[src/rtl/seg_scan_driver.sv]
// Time-multiplexed scan sequencer for a 4-digit seven-segment display.
// Walks the digit select with a blanked anti-ghosting gap and frame-latched data.
module seg_scan_driver #(
    parameter int REFRESH_DIV = 100000,
    parameter int GAP_CYCLES  = 1000,
    parameter int CNT_W       = 17
) (
    input  logic        clk,
    input  logic        rst,
    input  logic        en,
    input  logic [15:0] value,
    input  logic [3:0]  blank,
    input  logic [3:0]  dp_in,
    output logic        sel_a,
    output logic        sel_b,
    output logic [3:0]  digit,
    output logic        dp,
    output logic        digit_blank,
    output logic        scan_tick
);

    typedef enum logic [1:0] {
        ST_OFF  = 2'b00,
        ST_SHOW = 2'b01,
        ST_GAP  = 2'b10
    } state_t;

    localparam int REFRESH_LAST_I = REFRESH_DIV - 1;
    localparam int GAP_LAST_I     = (GAP_CYCLES > 0) ? (GAP_CYCLES - 1) : 0;
    localparam logic [CNT_W-1:0] REFRESH_LAST = REFRESH_LAST_I[CNT_W-1:0];
    localparam logic [CNT_W-1:0] GAP_LAST     = GAP_LAST_I[CNT_W-1:0];
    localparam logic [CNT_W-1:0] CNT_ZERO     = {CNT_W{1'b0}};
    localparam logic [CNT_W-1:0] CNT_ONE      = {{(CNT_W-1){1'b0}}, 1'b1};

    state_t            state_r, nxt_state_s;
    logic [CNT_W-1:0]  cnt_r, nxt_cnt_s;
    logic [1:0]        sel_r, nxt_sel_s;
    logic [15:0]       frame_value_r, nxt_frame_value_s;
    logic [3:0]        frame_blank_r, nxt_frame_blank_s;
    logic [3:0]        frame_dp_r, nxt_frame_dp_s;
    logic [3:0]        digit_r, nxt_digit_s;
    logic              dp_r, nxt_dp_s;
    logic              digit_blank_r, nxt_digit_blank_s;
    logic              scan_tick_r, nxt_scan_tick_s;
    logic              load_frame_s;
    logic              show_digit_s;

    function automatic logic [3:0] pick_nibble(input logic [15:0] v, input logic [1:0] s);
        logic [3:0] n;
        case (s)
            2'b00:   n = v[3:0];
            2'b01:   n = v[7:4];
            2'b10:   n = v[11:8];
            2'b11:   n = v[15:12];
            default: n = v[3:0];
        endcase
        return n;
    endfunction

    // Next-state, prescaler, select and display-output computation.
    always_comb begin
        nxt_state_s       = state_r;
        nxt_cnt_s         = cnt_r;
        nxt_sel_s         = sel_r;
        nxt_digit_blank_s = digit_blank_r;
        nxt_scan_tick_s   = 1'b0;
        load_frame_s      = 1'b0;
        show_digit_s      = 1'b0;

        if (!en) begin
            nxt_state_s       = ST_OFF;
            nxt_cnt_s         = CNT_ZERO;
            nxt_sel_s         = 2'b00;
            nxt_digit_blank_s = 1'b1;
        end else begin
            case (state_r)
                ST_OFF: begin
                    nxt_state_s  = ST_SHOW;
                    nxt_cnt_s    = CNT_ZERO;
                    nxt_sel_s    = 2'b00;
                    load_frame_s = 1'b1;
                    show_digit_s = 1'b1;
                end
                ST_SHOW: begin
                    if (cnt_r == REFRESH_LAST) begin
                        nxt_cnt_s = CNT_ZERO;
                        if (GAP_CYCLES == 0) begin
                            nxt_sel_s       = sel_r + 2'b01;
                            load_frame_s    = (sel_r == 2'b11);
                            nxt_scan_tick_s = (sel_r == 2'b11);
                            show_digit_s    = 1'b1;
                        end else begin
                            nxt_state_s       = ST_GAP;
                            nxt_digit_blank_s = 1'b1;
                        end
                    end else begin
                        nxt_cnt_s = cnt_r + CNT_ONE;
                    end
                end
                ST_GAP: begin
                    if (cnt_r == GAP_LAST) begin
                        nxt_state_s     = ST_SHOW;
                        nxt_cnt_s       = CNT_ZERO;
                        nxt_sel_s       = sel_r + 2'b01;
                        load_frame_s    = (sel_r == 2'b11);
                        nxt_scan_tick_s = (sel_r == 2'b11);
                        show_digit_s    = 1'b1;
                    end else begin
                        nxt_cnt_s = cnt_r + CNT_ONE;
                    end
                end
                default: begin
                    nxt_state_s       = ST_OFF;
                    nxt_cnt_s         = CNT_ZERO;
                    nxt_sel_s         = 2'b00;
                    nxt_digit_blank_s = 1'b1;
                end
            endcase
        end

        // Frame registers only change at a frame boundary, so mid-frame input edits never tear.
        if (load_frame_s) begin
            nxt_frame_value_s = value;
            nxt_frame_blank_s = blank;
            nxt_frame_dp_s    = dp_in;
        end else begin
            nxt_frame_value_s = frame_value_r;
            nxt_frame_blank_s = frame_blank_r;
            nxt_frame_dp_s    = frame_dp_r;
        end

        if (show_digit_s) begin
            nxt_digit_s       = pick_nibble(nxt_frame_value_s, nxt_sel_s);
            nxt_dp_s          = nxt_frame_dp_s[nxt_sel_s];
            nxt_digit_blank_s = nxt_frame_blank_s[nxt_sel_s];
        end else begin
            nxt_digit_s = digit_r;
            nxt_dp_s    = dp_r;
        end
    end

    // State and output registers with asynchronous reset.
    always_ff @(posedge clk or posedge rst) begin
        if (rst) begin
            state_r       <= ST_OFF;
            cnt_r         <= CNT_ZERO;
            sel_r         <= 2'b00;
            frame_value_r <= 16'h0000;
            frame_blank_r <= 4'b0000;
            frame_dp_r    <= 4'b0000;
            digit_r       <= 4'h0;
            dp_r          <= 1'b0;
            digit_blank_r <= 1'b1;
            scan_tick_r   <= 1'b0;
        end else begin
            state_r       <= nxt_state_s;
            cnt_r         <= nxt_cnt_s;
            sel_r         <= nxt_sel_s;
            frame_value_r <= nxt_frame_value_s;
            frame_blank_r <= nxt_frame_blank_s;
            frame_dp_r    <= nxt_frame_dp_s;
            digit_r       <= nxt_digit_s;
            dp_r          <= nxt_dp_s;
            digit_blank_r <= nxt_digit_blank_s;
            scan_tick_r   <= nxt_scan_tick_s;
        end
    end

    assign sel_a       = sel_r[1];
    assign sel_b       = sel_r[0];
    assign digit       = digit_r;
    assign dp          = dp_r;
    assign digit_blank = digit_blank_r;
    assign scan_tick   = scan_tick_r;

endmodule
[config.mk]
export PLATFORM = sky130hd
export DESIGN_NAME = seg_scan_driver
export DESIGN_NICKNAME = d
export VERILOG_FILES = /design/src/rtl/seg_scan_driver.sv
export SDC_FILE = /design/constraint.sdc
export NUM_CORES = 1
export LEC_CHECK = 0
export CAP_MARGIN = 0
export CORE_ASPECT_RATIO = 1.1
export CORE_MARGIN = 8
export CORE_UTILIZATION = 59
export DETAILED_ROUTE_END_ITERATION = 16
export PLACE_DENSITY = 0.82
export SYNTH_ARGS = -nofsm -noshare
export SYNTH_HDL_FRONTEND = slang
export SYNTH_SLANG_ARGS = --single-unit
[constraint.sdc]
create_clock -name clk -period 3.7 [get_ports clk]
set_input_delay 0.555 -clock clk [delete_from_list [all_inputs] [get_ports clk]]
set_output_delay 0.555 -clock clk [all_outputs]
set_load 0.03 [all_outputs]
# After elaboration in Yosys (flattened, before gate mapping)
# Cells that the tools add are included.
# totals
regBits	52
word_cells	61
# classes
add_sub_neg	2
order_cmp	1
n_eq_ne	12
n_mux	31
n_reduce_logical	5
# op_table
cell	count
17-bit two-way mux	3
17-bit case mux with 2 select lines	1
17-bit by 1-bit adder with 17-bit output (second input constant)	1
17-bit by 10-bit == test with 1-bit output (second input constant)	1
17-bit == test (second input constant)	1
16-bit two-way mux	1
4-bit case mux with 4 select lines	1
1-bit two-way mux	11
2-bit two-way mux	5
2-bit == test (second input constant)	4
4-bit two-way mux	2
3-bit inequality test (second input constant)	2
1-bit case mux with 2 select lines	3
2-bit case mux with 3 select lines	1
1-bit binary-select mux with 2-bit select	2
2-bit by 1-bit == test with 1-bit output (second input constant)	2
2-bit logical NOT	2
4-bit inequality test (second input constant)	1
2-bit case mux with 2 select lines	1
2-bit AND reduction	2
2-bit by 3-bit < comparator with 1-bit output (second input constant)	1
3-bit by 2-bit inequality test with 1-bit output (second input constant)	1
2-bit by 1-bit adder with 2-bit output (second input constant)	1
2-bit OR reduction	1

# Depth between registers and ports, before layout
# logic_depth
ltp_word	8
depth_mapped	10
depth_no_buf	8

# Worst setup path after synthesis
# OpenSTA, ideal clock, no wires.
# synth_timing
kind	reg2reg
startpoint	register cnt_r[0]
endpoint	register digit_blank_r, in the netlist digit_blank
setup_time_ns	0.083
arrival_time_ns	2.266
setup_slack_ns	1.351
stages_incl_launch_ff	9
n_path_buf	1
period_less_slack_ns	2.349
path_cell_list	dfrtp_1 > ha_1 > nor4b_4 > nand4_4 > o21ai_2 > buf_6 > mux2_2 > mux2_2 > o311a_1
# synth_via
elab_chain_cells	8
elab_cells_between_ends	18
classes_between	4 x eq/ne; 13 x mux; 1 x reduce/logical
# synth_rtl
item	line_no	text
start: declaration	36	logic [CNT_W-1:0] cnt_r, nxt_cnt_s;
start signal: assignment	157	cnt_r <= nxt_cnt_s;
17-bit by 10-bit == test with 1-bit output	101	if (cnt_r == GAP_LAST) begin
1-bit two-way mux	101	
1-bit case mux with 2 select lines	76	case (state_r)
1-bit two-way mux	70	if (!en) begin
4-bit two-way mux	122	if (load_frame_s) begin
net nxt_frame_blank_s[2]	39	logic [3:0] frame_blank_r, nxt_frame_blank_s;
1-bit binary-select mux with 2-bit select	135	nxt_digit_blank_s = nxt_frame_blank_s[nxt_sel_s];
1-bit two-way mux (not written as such)	135	
1-bit two-way mux	132	if (show_digit_s) begin
end signal: assignment	164	digit_blank_r <= nxt_digit_blank_s;
end: declaration	43	logic digit_blank_r, nxt_digit_blank_s;
# The timed path passes the listed nets, and every way through them passes these cells. The select of a mux whose other input is x is not followed.
# A chain may end at the register's enable or synchronous reset.

# Worst setup path in the final report
# layout_timing
startpoint	input en
endpoint	register digit_r[3], in the netlist digit[3]
# layout_via
elab_chain_cells	3
elab_cells_between_ends	9
classes_between	3 x eq/ne; 5 x mux; 1 x reduce/logical
# layout_rtl
item	line_no	text
start: declaration	10	input logic en,
1-bit two-way mux	70	
16-bit two-way mux	122	
net nxt_frame_value_s[3]	38	logic [15:0] frame_value_r, nxt_frame_value_s;
4-bit case mux with 4 select lines	50	case (s)
end signal: assignment	162	digit_r <= nxt_digit_s;
end: declaration	41	logic [3:0] digit_r, nxt_digit_s;
# The timed path passes the listed nets, and every way through them passes these cells.

==> results.json <==
{
  "cts_buffers": 5,
  "powerDensity_mw_per_mm2": 563.5,
  "final_layout_size_suffix_gt1_frac": 0.1084,
  "cts_tree": "yes",
  "antenna_found_initial": 0,
  "clk_pin_slew_ps": 100,
  "diodes": 0,
  "synth.most_common_cell": "dfrtp_1",
  "first_global_vias": 2042,
  "critPathMaxFanout": 27,
  "syn-instance-count": 253,
  "tightest_slew_ps": 1071,
  "ir_worst_vdd_mv": 0.3900,
  "yosys-top-cells-area": "dfrtp_1, mux2_2, nand2_1, nor2_1, mux2i_1",
  "finalPower_mw": 1.794,
  "ys_ff_latch": 52,
  "cap_viol_max_count": 0,
  "fin_setup_tns_ps": 0,
  "synth.largest_area_cell": "dfrtp_1",
  "min_period_ps": 2682,
  "place_ws_ps": 735.5,
  "worstSkewPairLatency_ps": 310,
  "coreArea_sq_mm": 0.004554,
  "crit_required_ps": 3880,
  "routed_wl_mm": 5.773,
  "endpoint_kind": "flop",
  "crit_family": "buffers and inverters",
  "fp.dieH_um": 87.53,
  "fillerInstances": 359,
  "relSlewSlack": 0.2851,
  "synth_top_flop_cell": "dfrtp_1",
  "clk_path_buf_depth": 2,
  "rrSetupSlack_ps": 1020,
  "fin_util": 0.6989,
  "worst_setup_path_start_kind": "input port",
  "htreeDepth": 2,
  "synth-async-reset-ratio": 1.000,
  "drt_iter0_markers": 131,
  "drc_errors": 0,
  "critPathArrivalTime_ps": 2860,
  "initial_utilization": 0.6025,
  "grt_overflow": 0,
  "total_leakage_power_nw": 1.372,
  "setup_viol": 0,
  "cts_sinks": 52,
  "synth-edff-count": 0,
  "slew_violations": 0,
  "post-route-period-util": 0.7248,
  "synth_top_area_frac": 0.4651,
  "max_stage_delay_ps": 680,
  "hold_start": "frame_value_r[4]",
  "rsz0062_at_grt": "false",
  "grt_use_total": 0.1790,
  "status": "finished, final reports clean",
  "fmaxAchievable_mhz": 372.9,
  "synth.net_count": 286,
  "setup_ws_ps": 1018,
  "hold_path.class": "reg2reg",
  "multiInputGateArea_sq_mm": 0.001314,
  "synth.top_cells.by_count": "dfrtp_1, nand2_1, nor2_1",
  "synth_seq_area_share": 0.4747,
  "vias_per_cell": 5.939,
  "dr.pass1.iters": 4,
  "row_count": 26,
  "cpMaxStageDelayCell": "clkdlybuf4s50_1",
  "crit_buf_inv": 2,
  "post_cts_buffers": 0,
  "die_x_um": 81.02,
  "dp_hpwl_mm": 4.098,
  "reg2reg_from": "cnt_r[0]",
  "wl_per_cell_um": 16.88,
  "synth.cell_area_sq_mm": 0.002744,
  "cp_cell_sequence": "clkdlybuf4s50_1, and2_1, nand2_1, o21ai_2, buf_4, mux2_2, o31ai_1, a2bb2oi_1",
  "finalClockSkew_ps": 14.56,
  "cts_resized": 0,
  "finalNetCount": 318,
  "path_class": "in2reg",
  "io_buffers": 35,
  "vias": 2031,
  "ys_warn_count": 0,
  "clock-root-buffer": "clkbuf_8",
  "avgSynthCellArea_sq_um": 10.85,
  "final-seq-area_sq_mm": 0.001303,
  "areaGrowthSynthToFinish_pct": 16.01,
  "hold_depth": 2,
  "ys_types": 51,
  "ctsHoldBuffers": 0,
  "r2r_end": "digit[2]",
  "die_area_sq_mm": 0.007091,
  "ff2ff_path_depth": 7,
  "grt_max_degree": 53,
  "hold_viol_final": 0,
  "grt_pass1_wl_mm": 9.956,
  "ant_nets": 0,
  "ioPinCount": 36,
  "place_congestion": 0.8260,
  "holdPathEnd": "frame_value_r[4]"
}
## stage by stage
stage | cells | area (sq um) | hold slack [ps]
floorplan | 253 | 2744 | 441.0
global placement | 334 | 3093 | 458.4
detailed placement | 334 | 3093 | 465.5
CTS | 342 | 3183 | 496.6
global route | 342 | 3183 | 518.6
finish | 342 | 3183 | 487.3
## cell usage in the layout (no fill, tap or decap), types with 3 or more instances in the layout
| master | instances |
|---|---|
| clkdlybuf4s50_1 | 35 |
| and2_1 | 10 |
| a221oi_1 | 4 |
| inv_1 | 12 |
| a2bb2oi_1 | 3 |
| xor2_1 | 9 |
| a22o_1 | 5 |
| and4_1 | 3 |
| dfrtp_1 | 51 |
| and3_1 | 5 |
| xnor2_1 | 6 |
| o31ai_1 | 4 |
| mux2i_1 | 8 |
| mux2_2 | 12 |
| o21ai_0 | 4 |
| a41oi_1 | 3 |
| ha_1 | 6 |
| o211ai_1 | 5 |
| nor2_1 | 23 |
| nand3_1 | 7 |
| nand2_1 | 25 |
| nand4_1 | 8 |
| clkbuf_8 | 5 |
## layer usage
layer | share of wire | routed length, um | GRT usage
met1 | 0.45 | 2613 | 0.2398
met2 | 0.49 | 2826 | 0.2737
met3 | 0.051 | 292 | 0.05062
met4 | 0.0069 | 40 | 0.05203
met5 | 0 | 0 | 0
## worst reg2reg max path, cell delays in order (launching register included)
cell and delay, ps:
dfrtp_1 400, ha_1 250, nor4b_4 380, and4_1 430
nand3_1 400, a221oi_1 430, o22a_1 200, a22oi_1 70
## final cells by class
class | instances | share of cell area
clock buffers | 5 | 0.02162
clock inverters | 3 | 0.006682
inverters | 13 | 0.01533
multi-input cells | 177 | 0.4127
flip-flops and latches | 52 | 0.4092
well taps | 56 | 0.02201
repair buffers | 36 | 0.1124
## logic make-up after synthesis
logic type,synth area share
compound gates,0.1464
xor+xnor,0.04788
fa+ha+maj,0.02736
buf+inv,0.04651
flops,0.4747
mux,0.07843
simple gates,0.1788
## flip-flops by register name, summed over array words and instances, names as in the netlist
register	flops
scan_tick	1
frame_value_r	16
state_r	2
dp	1
frame_blank_r	4
frame_dp_r	4
digit_blank	1
digit	4
cnt_r	17
sel_r	2
## power breakdown
group	switching (mW)	total [mW]	leakage, nW	internal [mW]
Combinational	0.368	0.661	0.665	0.293
Clock	0.191	0.326	0.0445	0.135
Sequential	0.0641	0.807	0.662	0.743
## how the worst max path moves through the flow
stage / startpoint / endpoint / cells past startpoint
floorplan: cnt_r[0] / digit_blank / 8
finish: en / digit[3] / 8
detailed placement: en / digit[0] / 8
global route: cnt_r[0] / digit[2] / 7
global placement: en / digit[0] / 8
CTS: cnt_r[0] / digit[2] / 7
Note: power is estimated with default switching activity, not from simulation.
